## src/rtl/dll_digital_loop_filter_pkg.sv

```systemverilog
// Shared types and the saturating code-step helper for the DLL loop filter.
package dll_pkg;

   typedef enum logic [1:0] {DEC_HOLD = 2'd0, DEC_UP = 2'd1, DEC_DN = 2'd2} dec_t;

   typedef struct packed {
      logic        blocked;
      logic [31:0] code;
   } step_t;

   // Codes are carried at 32 bits so one helper serves any CODE_W below 32.
   function automatic step_t sat_step(input logic [31:0] code, input dec_t dec,
                                      input logic [31:0] max);
      step_t s;
      s.blocked = 1'b0;
      s.code    = code;
      case (dec)
         DEC_UP:  if (code >= max)   s.blocked = 1'b1; else s.code = code + 32'd1;
         DEC_DN:  if (code == 32'd0) s.blocked = 1'b1; else s.code = code - 32'd1;
         default: ;
      endcase
      return s;
   endfunction

endpackage

```

## src/rtl/dll_digital_loop_filter_if.sv

```systemverilog
// Control/status bundle between the loop filter and its PD / delay-line environment.
interface dll_digital_loop_filter_if #(parameter int CODE_W = 8);
   import dll_pkg::*;

   logic              en;
   logic              pd_q;
   logic              load;
   logic [CODE_W-1:0] load_val;
   logic [CODE_W-1:0] delay_code;
   dec_t              dec;
   logic              code_update;
   logic              sat_hi;
   logic              sat_lo;
   logic              lock;

   modport master (output en, pd_q, load, load_val,
                   input  delay_code, dec, code_update, sat_hi, sat_lo, lock);
   modport slave  (input  en, pd_q, load, load_val,
                   output delay_code, dec, code_update, sat_hi, sat_lo, lock);
endinterface

```

## src/rtl/dll_digital_loop_filter_lock.sv

```systemverilog
// Lock detector: counts consecutive reversal/hold vs same-direction decisions.
module dll_lock_detect
   import dll_pkg::*;
#(
   parameter int LOCK_CNT = 4
) (
   input  logic clk,
   input  logic rst_n,
   input  logic clr,
   input  logic dec_valid,
   input  dec_t dec,
   output logic lock
);

   localparam int            CW      = $clog2(LOCK_CNT + 1);
   localparam logic [CW-1:0] CNT_MAX = CW'(LOCK_CNT);

   logic [CW-1:0] rev_cnt, same_cnt, rev_nxt, same_nxt;
   logic          have_dir, is_same;
   dec_t          last_dir;

   // HOLD is treated like a reversal: the loop is sitting on the edge.
   always_comb begin
      is_same  = (dec != DEC_HOLD) && (!have_dir || dec == last_dir);
      rev_nxt  = '0;
      same_nxt = '0;
      if (is_same) same_nxt = (same_cnt == CNT_MAX) ? same_cnt : same_cnt + 1'b1;
      else         rev_nxt  = (rev_cnt  == CNT_MAX) ? rev_cnt  : rev_cnt  + 1'b1;
   end

   always_ff @(posedge clk or negedge rst_n) begin
      if (!rst_n) begin
         rev_cnt  <= '0;
         same_cnt <= '0;
         have_dir <= 1'b0;
         last_dir <= DEC_HOLD;
         lock     <= 1'b0;
      end else if (clr) begin
         rev_cnt  <= '0;
         same_cnt <= '0;
         have_dir <= 1'b0;
         last_dir <= DEC_HOLD;
         lock     <= 1'b0;
      end else if (dec_valid) begin
         rev_cnt  <= rev_nxt;
         same_cnt <= same_nxt;
         if (dec != DEC_HOLD) begin
            last_dir <= dec;
            have_dir <= 1'b1;
         end
         if (rev_nxt == CNT_MAX)       lock <= 1'b1;
         else if (same_nxt == CNT_MAX) lock <= 1'b0;
      end
   end

endmodule

```

## src/rtl/dll_digital_loop_filter.sv

```systemverilog
// DLL loop filter: majority vote over WIN_LEN PD samples steps a saturating delay code.
module dll_digital_loop_filter
   import dll_pkg::*;
#(
   parameter int CODE_W    = 8,
   parameter int INIT_CODE = 128,
   parameter int WIN_LEN   = 8,
   parameter int LOCK_CNT  = 4
) (
   input logic                 clk,
   input logic                 rst_n,
   dll_digital_loop_filter_if.slave bus
);

   localparam int                  WW       = $clog2(WIN_LEN);
   localparam int                  VW       = WW + 2;
   localparam logic [CODE_W-1:0]   CODE_MAX = '1;
   localparam logic [WW-1:0]       WIN_LAST = WW'(WIN_LEN - 1);
   localparam logic signed [VW-1:0] ONE     = 1;

   logic [WW-1:0]        win_cnt;
   logic signed [VW-1:0] vote, vote_nxt;
   logic [CODE_W-1:0]    code_q;
   dec_t                 dec_q, dec_nxt;
   logic                 upd_q, sat_hi_q, sat_lo_q, decide, lock_w;
   step_t                step;

   always_comb begin
      vote_nxt = bus.pd_q ? vote + ONE : vote - ONE;
      dec_nxt  = DEC_HOLD;
      if (vote_nxt[VW-1])      dec_nxt = DEC_DN;
      else if (vote_nxt != '0) dec_nxt = DEC_UP;
      step   = sat_step(32'(code_q), dec_nxt, 32'(CODE_MAX));
      decide = bus.en && !bus.load && (win_cnt == WIN_LAST);
   end

   always_ff @(posedge clk or negedge rst_n) begin
      if (!rst_n) begin
         code_q   <= CODE_W'(INIT_CODE);
         dec_q    <= DEC_HOLD;
         upd_q    <= 1'b0;
         sat_hi_q <= 1'b0;
         sat_lo_q <= 1'b0;
         win_cnt  <= '0;
         vote     <= '0;
      end else if (bus.load) begin
         code_q   <= bus.load_val;
         upd_q    <= 1'b0;
         sat_hi_q <= 1'b0;
         sat_lo_q <= 1'b0;
         win_cnt  <= '0;
         vote     <= '0;
      end else if (!bus.en) begin
         // partial window is thrown away; code, dec and flags hold
         upd_q   <= 1'b0;
         win_cnt <= '0;
         vote    <= '0;
      end else if (decide) begin
         code_q   <= step.code[CODE_W-1:0];
         dec_q    <= dec_nxt;
         upd_q    <= 1'b1;
         sat_hi_q <= step.blocked && (dec_nxt == DEC_UP);
         sat_lo_q <= step.blocked && (dec_nxt == DEC_DN);
         win_cnt  <= '0;
         vote     <= '0;
      end else begin
         upd_q   <= 1'b0;
         win_cnt <= win_cnt + 1'b1;
         vote    <= vote_nxt;
      end
   end

   dll_lock_detect #(.LOCK_CNT(LOCK_CNT)) u_lock (
      .clk       (clk),
      .rst_n     (rst_n),
      .clr       (bus.load),
      .dec_valid (decide),
      .dec       (dec_nxt),
      .lock      (lock_w)
   );

   assign bus.delay_code  = code_q;
   assign bus.dec         = dec_q;
   assign bus.code_update = upd_q;
   assign bus.sat_hi      = sat_hi_q;
   assign bus.sat_lo      = sat_lo_q;
   assign bus.lock        = lock_w;

endmodule

```

## src/flat_wrapper.sv

```systemverilog
// flat-port wrapper written by rule: the top's interface ports become plain ports
module dll_digital_loop_filter_flat import dll_pkg::*;
#(
   parameter int CODE_W    = 8,
   parameter int INIT_CODE = 128,
   parameter int WIN_LEN   = 8,
   parameter int LOCK_CNT  = 4
)
  (clk, rst_n, bus_en, bus_pd_q, bus_load, bus_load_val, bus_delay_code, bus_dec, bus_code_update, bus_sat_hi, bus_sat_lo, bus_lock);
  dll_digital_loop_filter_if #(.CODE_W(CODE_W)) bus_i ();
  input logic clk;
  input logic rst_n;
  input wire logic [$bits(bus_i.en)-1:0] bus_en;
  input wire logic [$bits(bus_i.pd_q)-1:0] bus_pd_q;
  input wire logic [$bits(bus_i.load)-1:0] bus_load;
  input wire logic [$bits(bus_i.load_val)-1:0] bus_load_val;
  output wire logic [$bits(bus_i.delay_code)-1:0] bus_delay_code;
  output wire logic [$bits(bus_i.dec)-1:0] bus_dec;
  output wire logic [$bits(bus_i.code_update)-1:0] bus_code_update;
  output wire logic [$bits(bus_i.sat_hi)-1:0] bus_sat_hi;
  output wire logic [$bits(bus_i.sat_lo)-1:0] bus_sat_lo;
  output wire logic [$bits(bus_i.lock)-1:0] bus_lock;
  assign bus_i.en = bus_en;
  assign bus_i.pd_q = bus_pd_q;
  assign bus_i.load = bus_load;
  assign bus_i.load_val = bus_load_val;
  assign bus_delay_code = bus_i.delay_code;
  assign bus_dec = bus_i.dec;
  assign bus_code_update = bus_i.code_update;
  assign bus_sat_hi = bus_i.sat_hi;
  assign bus_sat_lo = bus_i.sat_lo;
  assign bus_lock = bus_i.lock;
  dll_digital_loop_filter #(.CODE_W(CODE_W), .INIT_CODE(INIT_CODE), .WIN_LEN(WIN_LEN), .LOCK_CNT(LOCK_CNT)) u_core (.clk(clk), .rst_n(rst_n), .bus(bus_i));
endmodule
```

## config.mk

```make
export PLATFORM = sky130hd
export DESIGN_NAME = dll_digital_loop_filter_flat
export DESIGN_NICKNAME = d
export VERILOG_FILES = /design/src/rtl/dll_digital_loop_filter_pkg.sv /design/src/rtl/dll_digital_loop_filter_if.sv /design/src/rtl/dll_digital_loop_filter_lock.sv /design/src/rtl/dll_digital_loop_filter.sv /design/src/flat_wrapper.sv
export SDC_FILE = /design/constraint.sdc
export NUM_CORES = 1
export LEC_CHECK = 0
export BUFFER_PORTS_ARGS = -buffer_cell sky130_fd_sc_hd__buf_4
export CAP_MARGIN = 5
export CORE_MARGIN = 2
export CORE_UTILIZATION = 52
export CTS_CLUSTER_SIZE = 14
export DETAILED_ROUTE_END_ITERATION = 16
export MAX_ROUTING_LAYER = met4
export PLACE_DENSITY_LB_ADDON = 0.2
export SLEW_MARGIN = 5
export SYNTH_ARGS = -nofsm -noshare
export SYNTH_HDL_FRONTEND = slang
export SYNTH_SLANG_ARGS = --single-unit
```

## constraint.sdc

```tcl
create_clock -name clk -period 2.6 [get_ports clk]
set_input_delay 0.52 -clock clk [delete_from_list [all_inputs] [get_ports clk]]
set_output_delay 0.52 -clock clk [all_outputs]
set_load 0.03 [all_outputs]
```

Word-level counts from Yosys, hierarchy flattened
Cells that the tools add are included.
- memories kept: 0
- bits in latches: 0
- ROM bits: 0
- output and inout port bits: 14
- bits in registers: 31
- input bits: 13
- memory bits (writable): 0
- logic and storage cells: 96
- magnitude comparators: 1
- add/sub/neg operators: 7
- multipliers: 0
- div/mod/pow operators: 0
- shift operators: 0
- eq/ne operators: 10
- bitwise logic cells: 1
- reduce and logical (&&, ||, !) cells: 21
- mux-type cells: 44
- operators by type and width (kind ; number):
    $pmux 33 s2 ; 1
    $mux 32 ; 2
    $mux 3 ; 11
    $mux 8 ; 3
    $mux 5 ; 4
    $mux 1 ; 19
    $eq 3x3->1 const B ; 5
    $add 3x1->3 const B ; 3
    $add 8x1->9 const B ; 1
    $sub 8x1->9 const B ; 1
    $ge 8x8->1 const B ; 1
    $logic_not 8->1 ; 1
    $mux 2 ; 4
    $reduce_bool 2->1 ; 4
    $ne 3x3->1 const B ; 2
    $reduce_and 2->1 ; 3
    $reduce_bool 3->1 ; 2
    $add 5x2->5 const B ; 1
    $logic_and 1x1->1 ; 5
    $reduce_and 5->1 ; 1
    $reduce_bool 5->1 ; 1
    $sub 5x2->5 const B ; 1
    $reduce_and 3->1 ; 1
    $eq 2x1->1 const B ; 1
    5 further kinds ; 6

Depth between registers and ports, before layout
- depth after elaboration: 14
- mapped depth: 11
- depth with buffers taken out: 10

Cells and area by module
Synthesis repeated with hierarchy kept, for this count alone.
- cells, all modules: 233
- area, all modules: 2107.0 sq um
- by module, submodules not included (module ; area each (sq um) ; seq. area each (sq um) ; cells an instance ; times used):
    dll_digital_loop_filter ; 1455.1 ; 526.8 ; 161 ; 1
    dll_lock_detect ; 651.9 ; 250.2 ; 72 ; 1

Worst setup path after synthesis
No wires, ideal clock.
- kind: input to register
- start: input bus_pd_q
- end: register u_core.code_q[1], in the netlist u_core.bus.delay_code[1]
- path buffers: 1
- stages on the path: 10
- setup slack: -165 ps
- data arrival time: 2637 ps
- library setup time: 128 ps
- data required time: 2472 ps
- path through: inv_1 > ha_1 > ha_1 > or2b_1 > or4b_4 > nand2_4 > nor4_1 > a311oi_2 > buf_4 > mux2_1
- cells in the longest elaborated chain, start to end: 9
- elaborated cells between the ends (all ways): 14
- those cells by class: 4 x eq/ne; 7 x mux; 3 x reduce/logical
- ends and longest elaborated chain (item ; line ; source):
    start: declaration ; flat_wrapper.sv:14 ; input wire logic [$bits(bus_i.pd_q)-1:0] bus_pd_q;
    $mux 5 * ; dll_digital_loop_filter.sv:29 ; vote_nxt = bus.pd_q ? vote + ONE : vote - ONE;
    $reduce_bool 5->1 ; dll_digital_loop_filter.sv:32 ; else if (vote_nxt != '0) dec_nxt = DEC_UP;
    $mux 1 ; dll_digital_loop_filter.sv:32 ;
    $mux 2 * ; dll_digital_loop_filter.sv:31 ; if (vote_nxt[VW-1]) dec_nxt = DEC_DN;
    $eq 2x2->1 / $eq 2x1->1 (equally long branches) ; dll_digital_loop_filter_pkg.sv:17 ; case (dec)
    $pmux 33 s2 ; dll_digital_loop_filter_pkg.sv:17 ;
    $mux 8 ; dll_digital_loop_filter.sv:58 ; end else if (decide) begin
    $mux 8 ; dll_digital_loop_filter.sv:53 ; end else if (!bus.en) begin
    $mux 8 ; dll_digital_loop_filter.sv:46 ; end else if (bus.load) begin
    end signal: assignment ; dll_digital_loop_filter.sv:39 ; code_q <= CODE_W'(INIT_CODE);
    end signal: assignment ; dll_digital_loop_filter.sv:47 ; code_q <= bus.load_val;
    end signal: assignment ; dll_digital_loop_filter.sv:59 ; code_q <= step.code[CODE_W-1:0];
    end: declaration ; dll_digital_loop_filter.sv:23 ; logic [CODE_W-1:0] code_q;
Every way passes the cells marked *; elsewhere a longest branch is shown, timed or not. The select of a mux whose other input is x is not followed.
A chain may end at the register's enable or synchronous reset.

Worst setup path in the final report
Ends and elaborated chain as after synthesis.

==> results.py <==
metrics = {
    "floorplan": {
        "core_area_um2": 3940,
        "die_x_um": 67.4,
        "io_pins": 27,
        "fp.dieH_um": 67.4,
        "initial_core_util": 0.530,
        "fp-row-count": 23,
        "fp.dieArea_um2": 4540,
    },
    "place": {
        "gp_congestion": 0.912,
        "io_buffers": 26,
        "dp.cells": 312,
        "dp_hpwl_mm": 3.43,
    },
    "setup_path": {
        "cp_slowest_stage_delay_ns": 0.57,
        "r2r-end": "u_core.bus.delay_code[1]",
        "startpoint_type": "primary input",
        "crit_path_end_kind": "register",
        "crit_chain": "buf_4, inv_12, ha_4, ha_4, or2b_1, or4b_4, nand2_8, nor4_4, a311oi_4, buf_6, mux2_4",
        "worstPathMaxFanout": 6,
        "crit_family": "simple AND/OR/NAND/NOR gates",
        "crit_path_end": "u_core.bus.delay_code[1]",
        "cp_num_cells": 11,
        "worstPathRequired_ns": 2.77,
        "r2r_cells": 9,
        "crit_type": "primary input to register",
        "crit_top_cell": "ha_4",
        "crit_buf_inv": 3,
        "worst_path_max_delay_cell": "or4b_4",
        "r2r_setup_slack_ns": -0.04,
        "arrival_ns": 2.82,
        "r2r_start": "u_core.vote[1]",
        "crit_start": "bus_pd_q",
    },
    "yosys": {
        "yosys_warnings": 0,
        "synth_edf_count": 0,
        "avgSynthCellArea_um2": 9.28,
        "yosysSeqAreaShare": 0.372,
        "netlist_area_um2": 2090,
        "synth.distinct_cells": 60,
        "synthCells": 225,
        "synth-seq-cells": 31,
        "syn_nets": 252,
        "synthArstFlopShare": 1.00,
        "synthFlopType": "dfrtp_1",
    },
    "sta": {
        "setup_viol": 3,
        "worst_slack_ns": -0.0448,
        "fmax_mhz": 378,
        "finalHoldViolCount": 0,
        "skew_ns": 0.00639,
        "worst_pin_slew_ns": 0.406,
        "rsz0062_at_grt": "true",
        "fin_crit_sh": 1.02,
        "period_minus_slack_ns": 2.64,
        "maxSlewHeadroom": 0.727,
        "report.final.slew_viol_count": 0,
    },
    "clock_network": {
        "cts_max_level": 2,
        "cts_root_buf": "clkbuf_8",
        "path_clk_slew_ns": 0.07,
        "numCtsBuffers": 5,
        "clk_latency_ns": 0.28,
        "cts_tree": "yes",
        "cts_sinks": 31,
        "clockBufferDepth": 2,
        "ctsHoldBuffers": 0,
    },
    "routing": {
        "drc": 0,
        "num_vias": 1805,
        "routed-wl-met2_mm": 2.49,
        "routed_via_density": 5.54,
        "antenna_left": 0,
        "post_drt_wl_per_cell_um": 15.3,
        "routed.top_layer": "met4",
        "first_pass_iters": 4,
        "wl_met3_um": 188,
        "wirelength_mm": 5.00,
        "drt_iter0_markers": 124,
        "wl_met1_mm": 2.26,
    },
    "global_route": {
        "grt_pass1_wl_mm": 7.47,
        "overflow": 0,
        "antenna_found_initial": 0,
        "grt_max_degree": 36,
        "grt_pass1_vias": 1646,
        "grt_use_total": 0.222,
    },
    "worst_hold_path": {
        "hold_class": "primary input to asynchronous set/reset pin",
    },
    "status": {
        "violations": "setup timing",
        "status": "complete, but fails checks",
    },
    "finish": {
        "area_growth_syn_to_layout_pct": 31.3,
        "drive_above_1_share": 0.344,
        "final_cell_mix": "48 x buf_4, 30 x dfrtp_1, 25 x nor2_1",
        "final_nets": 302,
        "layout_commonest_cell": "buf_4",
        "regArea_um2": 777,
        "multi_input_area_um2": 1350,
        "diodes": 0,
        "instances_no_fill": 326,
        "n_fill_cell": 311,
    },
    "power_and_ir_drop": {
        "p_sw_mw": 0.518,
        "clkPwrFrac": 0.247,
        "p_per_area_nw_per_um2": 536,
        "power_mw": 1.47,
        "power_leakage_nw": 1.25,
        "seqPwrFrac": 0.386,
        "internal_power_mw": 0.951,
        "pwr-share-comb": 0.367,
        "vdd_drop_max_v": 0.000438,
        "switching_share": 0.353,
    },
    "flow_run": {
        "maxCapViolCount": 0,
    },
}
through the flow:
step | TNS (ns) | util | cell area, um^2 | hold WS (ns) | setup WS [ns]
6_report | -0.0641 | 0.695 | 2740 | 0.159 | -0.0448
2_1_floorplan | -0.0417 | - | 2140 | 0.224 | -0.0417
5_1_grt | -0.565 | 0.695 | 2740 | 0.194 | -0.0884
3_5_place_dp | -3.82 | 0.633 | 2500 | 0.443 | -0.295
4_1_cts | 0 | 0.655 | 2580 | 0.172 | 0.00536
3_3_place_gp | -3.31 | 0.633 | 2500 | 0.428 | -0.314
layout make-up:
cell class / count / area share
Multi-Input combinational cell: 169 / 0.492
Inverter: 16 / 0.0265
Clock buffer: 7 / 0.0278
Timing Repair Buffer: 52 / 0.146
Sequential cell: 31 / 0.283
Clock inverter: 1 / 0.00183
Tap cell: 50 / 0.0228
cell families (layout without fill, tap and decap cells):
family / after synthesis / in the layout / synth area share
and+or+nand+nor: 81 / 81 / 0.203
AOI/OAI and AO/OA: 56 / 56 / 0.192
DFF: 31 / 31 / 0.372
buffers and inverters: 25 / 76 / 0.0551
adders and majority gates: 14 / 14 / 0.0875
xor gates and xnor gates: 10 / 10 / 0.0491
muxes: 8 / 8 / 0.0413
power groups by stage:
stage	Clock (mW)	Sequential, mW	Combinational (mW)
floorplan	0	0.617	0.245
global placement	0	0.572	0.480
detailed placement	0	0.574	0.486
CTS	0.367	0.564	0.490
global route	0.386	0.572	0.585
finish	0.363	0.567	0.539
registers in the layout, summed over array words and instances (netlist names):
signal and flops:
u_core.bus.code_update 1, u_core.bus.dec 2, u_core.bus.delay_code 8, u_core.bus.sat_hi 1, u_core.bus.sat_lo 1, u_core.u_lock.have_dir 1
u_core.u_lock.last_dir 2, u_core.u_lock.lock 1, u_core.u_lock.rev_cnt 3, u_core.u_lock.same_cnt 3, u_core.vote 5, u_core.win_cnt 3
metal layers:
metal  up-vias  track usage
met4         0       0.0663
met2        42        0.353
met5         -            -
met3         6       0.0467
met1       862        0.285
li1        895            -
how the worst min path moves through the flow:
stage / cells after the start / to
6_report: 1 / u_core.bus.delay_code[4]
3_3_place_gp: 1 / u_core.win_cnt[0]
4_1_cts: 1 / u_core.u_lock.rev_cnt[0]
5_1_grt: 1 / u_core.u_lock.same_cnt[0]
2_1_floorplan: 0 / u_core.bus.code_update
3_5_place_dp: 1 / u_core.win_cnt[0]
worst reg2reg max path: cells and delay by family, from the launching register on:
kind / cells / cell delay (ns)
AOI/OAI and AO/OA: 1 / 0.29
and+or+nand+nor: 4 / 0.97
muxes: 1 / 0.30
adders and majority gates: 2 / 0.41
DFF: 1 / 0.41
buffers and inverters: 1 / 0.17
timing repair:
action	in CTS	in global routing
pin swaps	2	15
cloned	0	1
buffers inserted	0	5
resized for setup	3	21
setup endpoints to repair	5	13
synthesized netlist by cell type (all sizes together), types with 2 or more instances:
master	count	area (um^2)
a211oi	3	22.5
nand2b	4	25.0
nor2b	5	31.3
buf	4	22.5
a22oi	2	15.0
nand2	17	71.3
a21oi	21	109
o21a	2	15.0
nand3	5	30.0
ha	13	163
and2	2	13.8
nor2	26	105
nand3b	2	15.0
dfrtp	30	751
inv	16	60.1
mux2	5	56.3
clkbuf	3	11.3
nor3	6	35.0
mux2i	3	30.0
o21ai	9	45.0
a311oi	2	41.3
xor2	7	68.8
and3	7	45.1
xnor2	3	33.8
nor4	4	25.0
a31oi	2	12.5
o32ai	2	17.5
Note: power is estimated with default switching activity, not from simulation.
